**config.mk**
```make
export PLATFORM = sky130hd
export DESIGN_NAME = mem_access_flat
export DESIGN_NICKNAME = d
export VERILOG_FILES = /design/src/rtl/mem_access_if.sv /design/src/rtl/mem_access.sv /design/src/flat_wrapper.sv
export SDC_FILE = /design/constraint.sdc
export NUM_CORES = 1
export LEC_CHECK = 0
export ABC_AREA = 1
export CORE_UTILIZATION = 35
export CTS_CLUSTER_DIAMETER = 60
export DETAILED_ROUTE_END_ITERATION = 8
export PLACE_DENSITY_LB_ADDON = 0.15
export RECOVER_POWER = 100
export SLEW_MARGIN = 0
export SYNTH_ARGS = -nofsm -noshare
export SYNTH_HDL_FRONTEND = slang
export SYNTH_SLANG_ARGS = --single-unit
```
**constraint.sdc**
```tcl
create_clock -name clk -period 2.25 [get_ports clk]
set_input_delay 0.225 -clock clk [delete_from_list [all_inputs] [get_ports clk]]
set_output_delay 0.225 -clock clk [all_outputs]
set_load 0.03 [all_outputs]
```
**src/rtl/mem_access_if.sv**
```systemverilog
// Data-bus bundle between the memory-access stage (master) and data memory (slave).
// Single outstanding request, completed by ack; err is meaningful only alongside ack.
interface mem_access_if;
    logic        dmem_req;
    logic        dmem_we;
    logic [31:0] dmem_addr;
    logic [3:0]  dmem_wstrb;
    logic [31:0] dmem_wdata;
    logic        dmem_ack;
    logic        dmem_err;
    logic [31:0] dmem_rdata;

    modport master (
        output dmem_req, dmem_we, dmem_addr, dmem_wstrb, dmem_wdata,
        input  dmem_ack, dmem_err, dmem_rdata
    );

    modport slave (
        input  dmem_req, dmem_we, dmem_addr, dmem_wstrb, dmem_wdata,
        output dmem_ack, dmem_err, dmem_rdata
    );
endinterface

```
**src/rtl/mem_access.sv**
```systemverilog
// RV32I memory-access stage: passes ALU results through, runs loads/stores on a
// single-outstanding req/ack bus, and reports misalignment, bus errors and timeouts.
module mem_access #(
    parameter int unsigned BUS_TIMEOUT = 255
) (
    input  logic                clk,
    input  logic                rst,
    input  logic                in_valid,
    output logic                in_ready,
    input  logic [3:0]          mem_op,
    input  logic [1:0]          mem_size,
    input  logic [31:0]         alu_result,
    input  logic [31:0]         rs2,
    input  logic [4:0]          rd_addr,
    input  logic                reg_we,
    output logic                wb_valid,
    output logic                wb_we,
    output logic [4:0]          wb_rd,
    output logic [31:0]         wb_data,
    output logic                exc_valid,
    output logic [3:0]          exc_cause,
    output logic [31:0]         exc_addr,
    mem_access_if.master        dmem
);

    typedef enum logic {IDLE, BUSY} state_t;

    state_t      state_reg, state_next;
    logic [15:0] cnt_reg;
    logic [31:0] addr_reg;
    logic [1:0]  size_reg;
    logic        unsigned_reg;
    logic        store_reg;
    logic [4:0]  rd_reg;
    logic        we_reg;
    logic [31:0] wdata_reg;
    logic [3:0]  wstrb_reg;

    logic        wb_valid_reg, wb_valid_next;
    logic        wb_we_reg, wb_we_next;
    logic [4:0]  wb_rd_reg, wb_rd_next;
    logic [31:0] wb_data_reg, wb_data_next;
    logic        exc_valid_reg, exc_valid_next;
    logic [3:0]  exc_cause_reg, exc_cause_next;
    logic [31:0] exc_addr_reg, exc_addr_next;

    logic        accept, mem_en, is_store, misaligned, start_access;
    logic        busy, ack_ok, ack_err, timeout;
    logic [31:0] st_wdata, load_data;
    logic [3:0]  st_wstrb;
    logic [15:0] ld_half;
    logic [7:0]  ld_byte;
    logic [7:0]  rd_byte [4];
    logic        unused_op;

    assign unused_op    = mem_op[0];
    assign mem_en       = mem_op[3];
    assign is_store     = mem_op[2];
    assign in_ready     = (state_reg == IDLE) && rst;
    assign accept       = in_valid && in_ready;
    assign misaligned   = ((mem_size == 2'b01) && alu_result[0]) ||
                          (mem_size[1] && (alu_result[1:0] != 2'b00));
    assign start_access = accept && mem_en && !misaligned;

    assign busy    = (state_reg == BUSY);
    assign ack_ok  = busy && dmem.dmem_ack && !dmem.dmem_err;
    assign ack_err = busy && dmem.dmem_ack && dmem.dmem_err;
    // Fires on the BUS_TIMEOUT-th request cycle, so req is high exactly that long.
    assign timeout = busy && !dmem.dmem_ack &&
                     (({1'b0, cnt_reg} + 17'd1) == 17'(BUS_TIMEOUT));

    // Store lane placement from the incoming instruction; latched on accept.
    always_comb begin
        st_wdata = rs2;
        st_wstrb = 4'b1111;
        case (mem_size)
            2'b00: begin
                st_wdata = {4{rs2[7:0]}};
                st_wstrb = 4'b0001 << alu_result[1:0];
            end
            2'b01: begin
                st_wdata = {2{rs2[15:0]}};
                st_wstrb = alu_result[1] ? 4'b1100 : 4'b0011;
            end
            default: begin
                st_wdata = rs2;
                st_wstrb = 4'b1111;
            end
        endcase
    end

    for (genvar gi = 0; gi < 4; gi++) begin : g_lane
        assign rd_byte[gi] = dmem.dmem_rdata[8*gi +: 8];
    end

    assign ld_byte = rd_byte[addr_reg[1:0]];
    assign ld_half = addr_reg[1] ? dmem.dmem_rdata[31:16] : dmem.dmem_rdata[15:0];

    always_comb begin
        load_data = dmem.dmem_rdata;
        case (size_reg)
            2'b00:   load_data = {{24{ld_byte[7] & ~unsigned_reg}}, ld_byte};
            2'b01:   load_data = {{16{ld_half[15] & ~unsigned_reg}}, ld_half};
            default: load_data = dmem.dmem_rdata;
        endcase
    end

    assign dmem.dmem_req   = busy;
    assign dmem.dmem_we    = busy && store_reg;
    assign dmem.dmem_addr  = {addr_reg[31:2], 2'b00};
    assign dmem.dmem_wstrb = busy ? wstrb_reg : 4'b0000;
    assign dmem.dmem_wdata = wdata_reg;

    always_ff @(posedge clk) begin
        if (!rst) begin
            state_reg     <= IDLE;
            cnt_reg       <= '0;
            addr_reg      <= '0;
            size_reg      <= '0;
            unsigned_reg  <= 1'b0;
            store_reg     <= 1'b0;
            rd_reg        <= '0;
            we_reg        <= 1'b0;
            wdata_reg     <= '0;
            wstrb_reg     <= '0;
            wb_valid_reg  <= 1'b0;
            wb_we_reg     <= 1'b0;
            wb_rd_reg     <= '0;
            wb_data_reg   <= '0;
            exc_valid_reg <= 1'b0;
            exc_cause_reg <= '0;
            exc_addr_reg  <= '0;
        end else begin
            state_reg     <= state_next;
            wb_valid_reg  <= wb_valid_next;
            wb_we_reg     <= wb_we_next;
            wb_rd_reg     <= wb_rd_next;
            wb_data_reg   <= wb_data_next;
            exc_valid_reg <= exc_valid_next;
            exc_cause_reg <= exc_cause_next;
            exc_addr_reg  <= exc_addr_next;
            cnt_reg       <= (busy && !dmem.dmem_ack) ? cnt_reg + 16'd1 : 16'd0;
            if (start_access) begin
                addr_reg     <= alu_result;
                size_reg     <= mem_size;
                unsigned_reg <= mem_op[1];
                store_reg    <= is_store;
                rd_reg       <= rd_addr;
                we_reg       <= reg_we;
                wdata_reg    <= st_wdata;
                wstrb_reg    <= is_store ? st_wstrb : 4'b0000;
            end
        end
    end

    always_comb begin
        state_next = state_reg;
        case (state_reg)
            IDLE:    if (start_access) state_next = BUSY;
            BUSY:    if (dmem.dmem_ack || timeout) state_next = IDLE;
            default: state_next = IDLE;
        endcase
    end

    // Payload registers hold their value when no pulse is produced.
    always_comb begin
        wb_valid_next  = 1'b0;
        wb_we_next     = 1'b0;
        wb_rd_next     = wb_rd_reg;
        wb_data_next   = wb_data_reg;
        exc_valid_next = 1'b0;
        exc_cause_next = exc_cause_reg;
        exc_addr_next  = exc_addr_reg;
        if (accept && !mem_en) begin
            wb_valid_next = 1'b1;
            wb_we_next    = reg_we && (rd_addr != 5'd0);
            wb_rd_next    = rd_addr;
            wb_data_next  = alu_result;
        end else if (accept && misaligned) begin
            exc_valid_next = 1'b1;
            exc_cause_next = is_store ? 4'd6 : 4'd4;
            exc_addr_next  = alu_result;
        end else if (ack_ok) begin
            wb_valid_next = 1'b1;
            wb_we_next    = !store_reg && we_reg && (rd_reg != 5'd0);
            wb_rd_next    = rd_reg;
            wb_data_next  = store_reg ? wb_data_reg : load_data;
        end else if (ack_err || timeout) begin
            exc_valid_next = 1'b1;
            exc_cause_next = store_reg ? 4'd7 : 4'd5;
            exc_addr_next  = addr_reg;
        end
    end

    assign wb_valid  = wb_valid_reg;
    assign wb_we     = wb_we_reg;
    assign wb_rd     = wb_rd_reg;
    assign wb_data   = wb_data_reg;
    assign exc_valid = exc_valid_reg;
    assign exc_cause = exc_cause_reg;
    assign exc_addr  = exc_addr_reg;

endmodule

```
**src/flat_wrapper.sv**
```systemverilog
// flat-port wrapper written by rule: the top's interface ports become plain ports
module mem_access_flat 
#(
    parameter int unsigned BUS_TIMEOUT = 255
)
  (clk, rst, in_valid, in_ready, mem_op, mem_size, alu_result, rs2, rd_addr, reg_we, wb_valid, wb_we, wb_rd, wb_data, exc_valid, exc_cause, exc_addr, dmem_dmem_req, dmem_dmem_we, dmem_dmem_addr, dmem_dmem_wstrb, dmem_dmem_wdata, dmem_dmem_ack, dmem_dmem_err, dmem_dmem_rdata);
  mem_access_if dmem_i ();
  input  logic clk;
  input  logic rst;
  input  logic in_valid;
  output logic in_ready;
  input  logic [3:0] mem_op;
  input  logic [1:0] mem_size;
  input  logic [31:0] alu_result;
  input  logic [31:0] rs2;
  input  logic [4:0] rd_addr;
  input  logic reg_we;
  output logic wb_valid;
  output logic wb_we;
  output logic [4:0] wb_rd;
  output logic [31:0] wb_data;
  output logic exc_valid;
  output logic [3:0] exc_cause;
  output logic [31:0] exc_addr;
  output wire logic [$bits(dmem_i.dmem_req)-1:0] dmem_dmem_req;
  output wire logic [$bits(dmem_i.dmem_we)-1:0] dmem_dmem_we;
  output wire logic [$bits(dmem_i.dmem_addr)-1:0] dmem_dmem_addr;
  output wire logic [$bits(dmem_i.dmem_wstrb)-1:0] dmem_dmem_wstrb;
  output wire logic [$bits(dmem_i.dmem_wdata)-1:0] dmem_dmem_wdata;
  input wire logic [$bits(dmem_i.dmem_ack)-1:0] dmem_dmem_ack;
  input wire logic [$bits(dmem_i.dmem_err)-1:0] dmem_dmem_err;
  input wire logic [$bits(dmem_i.dmem_rdata)-1:0] dmem_dmem_rdata;
  assign dmem_dmem_req = dmem_i.dmem_req;
  assign dmem_dmem_we = dmem_i.dmem_we;
  assign dmem_dmem_addr = dmem_i.dmem_addr;
  assign dmem_dmem_wstrb = dmem_i.dmem_wstrb;
  assign dmem_dmem_wdata = dmem_i.dmem_wdata;
  assign dmem_i.dmem_ack = dmem_dmem_ack;
  assign dmem_i.dmem_err = dmem_dmem_err;
  assign dmem_i.dmem_rdata = dmem_dmem_rdata;
  mem_access #(.BUS_TIMEOUT(BUS_TIMEOUT)) u_core (.clk(clk), .rst(rst), .in_valid(in_valid), .in_ready(in_ready), .mem_op(mem_op), .mem_size(mem_size), .alu_result(alu_result), .rs2(rs2), .rd_addr(rd_addr), .reg_we(reg_we), .wb_valid(wb_valid), .wb_we(wb_we), .wb_rd(wb_rd), .wb_data(wb_data), .exc_valid(exc_valid), .exc_cause(exc_cause), .exc_addr(exc_addr), .dmem(dmem_i));
endmodule
```
==> reports/summary.log <==
INFO  global_routing grt_start_max_net_pins=120
INFO  logic_synthesis synth.distinct_cells=39
INFO  route          length_of_the_first_detailed_routing_pass_in_iterations=5
INFO  die            placeable_core_region=22800squm
INFO  placed_design  hpwlAfterDp=19.1mm
INFO  clocking       cts_tree=yes
INFO  die            placementRows=55
INFO  layout         diodes=0
INFO  layout         fin_nets=1525
INFO  route          final_routed_drc_violation_total=0
INFO  setup_path     critical_path_class=reg2reg
INFO  die            die-width=155microns
INFO  pwr            peakVddDrop=436uV
INFO  clocking       cts.htree.levels=4
INFO  route          vias_per_cell=4.82
INFO  logic_synthesis netlist.area_leader.share=0.416
INFO  timing         timing.clock.skew=8.19ps
INFO  layout         stdcell_area=11900squm
INFO  setup_path     crit_slowest_cell=sky130_fd_sc_hd__dfxtp_2
INFO  clocking       cts.clk_slew.worst_paths=70ps
INFO  pwr            leakage=4.87nW
INFO  timing         timing_worst_slew_pin_value=881ps
INFO  logic_synthesis synth.largest_area_cell=sky130_fd_sc_hd__dfxtp_1
INFO  route          detail_route.wl_per_cell=16.1microns
INFO  timing         setup_viol=13
INFO  timing         finalMaxSlewViolations=0
INFO  route          totalWireLength=28.0mm
INFO  pwr            combinationalPowerShare=0.186
INFO  logic_synthesis postSynthAreaPerCell=6.91squm
INFO  pwr            power.density=651nW/um^2
INFO  timing         achievable-frequency=441MHz
INFO  pwr            clock_power_share=0.400
INFO  logic_synthesis cell_area_synth=8180squm
INFO  pwr            pwr-share-seq=0.414
INFO  pwr            internal_power=5.53mW
INFO  logic_synthesis synth.ff_latch_count=170
INFO  global_routing grt_util_all_layers=0.221
INFO  route          via_count=8369
INFO  pwr            power_switching_share=0.287
INFO  setup_path     critPathMaxFanout=7
INFO  die            dieArea=24000squm
INFO  placed_design  placed_cell_area=11000squm
INFO  timing         tns=-72.2ps
INFO  die            io_pins=260
INFO  die            initial_core_utilization=0.359
INFO  outcome        failed_checks=setup timing
INFO  global_routing grt_pass1_wl=41.4mm
INFO  layout         utilization=0.523
INFO  logic_synthesis synth_area_leaders=sky130_fd_sc_hd__dfxtp_1 (42%), sky130_fd_sc_hd__nand2_1 (15%), sky130_fd_sc_hd__o21ai_0 (5.9%)
INFO  timing         grt_setup_unrepaired=true
INFO  global_routing globalRoute.totalOverflow=0
INFO  setup_path     crit_path_end_kind=register
INFO  placed_design  place_congestion=0.832
INFO  clocking       cts-buffers-inserted=17
INFO  global_routing grt_pass1_vias=7676
INFO  setup_path     crit_top_cell=sky130_fd_sc_hd__nand2_1
INFO  logic_synthesis synth_cells=1183
INFO  route          detail_route.iter0.violations=364
INFO  clocking       cts_max_path_buffers=2
INFO  setup_path     worst-endpoint-required=2630ps
INFO  placed_design  placed_cells_incl_taps=1691
INFO  clocking       hold_bufs_inserted_after_cts=0
INFO  timing         timing.slew.headroom=0.413
INFO  timing         final_hold_viol_count=0
INFO  timing         timing.final.crit_share=1.01
INFO  pwr            p_sw=2.23mW
INFO  die            fp.dieH=155microns
INFO  layout         synthToLayoutAreaGrowth=45.8%
INFO  placed_design  placement.io_buffers=255
INFO  layout         layout.cells.most_common_list=sky130_fd_sc_hd__nand2_1 (304), sky130_fd_sc_hd__clkdlybuf4s50_1 (232), sky130_fd_sc_hd__dfxtp_1 (166)
INFO  run            maxCapViolCount=0
INFO  timing         worst_slack_setup_final=-16.5ps
INFO  setup_path     cp-start-kind=register
INFO  layout         layout_commonest_cell=sky130_fd_sc_hd__nand2_1
INFO  outcome        outcome=finished, violations left
INFO  timing         fin_hold_ws=346ps
INFO  clocking       worst_skew_pair.late_latency=440ps
INFO  layout         layout-drive-gt1-share=0.0998
INFO  timing         final_period_minus_worst_setup_slack=2270ps
INFO  setup_path     arrival=2640ps
INFO  logic_synthesis ys.warnings.count=0
INFO  clocking       clock_sinks=170
INFO  min_path       worst_hold_path_type=in2reg
INFO  clocking       cts.root.buffer_cell=sky130_fd_sc_hd__clkbuf_16
INFO  route          antenna_left=0
INFO  setup_path     critical_path.cell_chain=ha_4 > nand3_4 > nor2_4 > nand3_2 > nand2_1 > nand2_1 > nor2_1 > nand2_1 > nor2_2 > nand3_2 > nand2_4 > nand2_8 > clkbuf_16 > nand2_1 > nand2_1 > nor2_1
INFO  logic_synthesis synth_seq_area_share=0.416
INFO  setup_path     max_stage_delay=360ps
INFO  global_routing number_of_antenna_violations_at_the_first_check_in_global_routing=1
INFO  layout         stdcell_count=1736
worst max-delay path: cells and delay by family, from the launching register on:
family / cells / cell delay, ps
buf+inv: 1 / 230
flops: 1 / 360
simple gates: 14 / 1410
fa+ha+maj: 1 / 170
through the flow:
stage,setup WS (ps),total power [mW]
3_5_place_dp,-30.9,4.67
4_1_cts,3.60,7.75
3_3_place_gp,4.41,4.66
2_1_floorplan,134,4.03
5_1_grt,-184,8.07
6_report,-16.5,7.76
what timing repair did:
action,4_1_cts,5_1_grt
cloned,0,10
gates resized for setup,1,41
buffers inserted,0,3
pin swaps,0,17
setup endpoints to repair,29,35
path summary, 6_finish.rpt:
kind | start | end | slack [ps] | depth (start not counted)
min | rst | u_core.addr_reg[29] | 350 | 4
max | u_core.cnt_reg[1] | u_core.exc_addr[26] | -20 | 16
max reg2reg | u_core.cnt_reg[1] | u_core.exc_addr[26] | -20 | 16
min reg2reg | u_core.addr_reg[21] | u_core.addr_reg[21] | 460 | 2
synthesized netlist by cell type, drive strengths merged:
cell       n
xor2       1
clkinv     3
dfxtp    170
a31oi     14
a22oi      9
nand4      6
buf       48
o221a     14
nand3b     3
nor3       6
nand3     35
nor4       1
conb       1
and2       2
inv      125
clkbuf    50
o211ai     8
o21ai    102
a21oi     93
nand2    322
o311ai     1
xnor2      1
nor2     134
o2111ai    2
ha         2
mux2i     14
or2        1
o221ai    15
layout make-up:
cell class	instances	area, sq um
Clock inverter	12	163
Fill cell	2240	10900
Tap cell	313	392
Multi-Input combinational cell	790	3930
Sequential cell	170	3410
Inverter	128	480
Timing Repair Buffer	303	3110
Clock buffer	20	437
routing by layer:
metal  part of all wire  track usage  up-vias
met5                  0            0        -
met4              0.012       0.0566        0
met1               0.46        0.286     3814
li1                   -            -     4253
met2               0.46        0.365      274
met3              0.068       0.0586       28
power groups by stage:
| stage | Clock [mW] | Sequential (mW) | Combinational, mW |
|---|---|---|---|
| final | 3.10 | 3.21 | 1.45 |
| after global routing | 3.28 | 3.23 | 1.56 |
| after CTS | 3.14 | 3.21 | 1.39 |
| after detailed placement | 0 | 3.28 | 1.39 |
| after global placement | 0 | 3.28 | 1.39 |
| after floorplan | 0 | 3.47 | 0.555 |
cell families (layout without fill, tap and decap cells):
| logic type | Yosys count | in the layout | share of synthesized area |
|---|---|---|---|
| AO/OA/AOI/OAI | 258 | 258 | 0.185 |
| adder cells (fa/ha/maj) | 2 | 2 | 0.00306 |
| other | 1 | 3 | 0.000459 |
| multiplexers | 14 | 14 | 0.0171 |
| XOR/XNOR | 2 | 2 | 0.00214 |
| buffers and inverters | 226 | 463 | 0.123 |
| flip-flops | 170 | 170 | 0.416 |
| AND/OR/NAND/NOR | 510 | 511 | 0.252 |
Power figures use the tool's default switching activity.
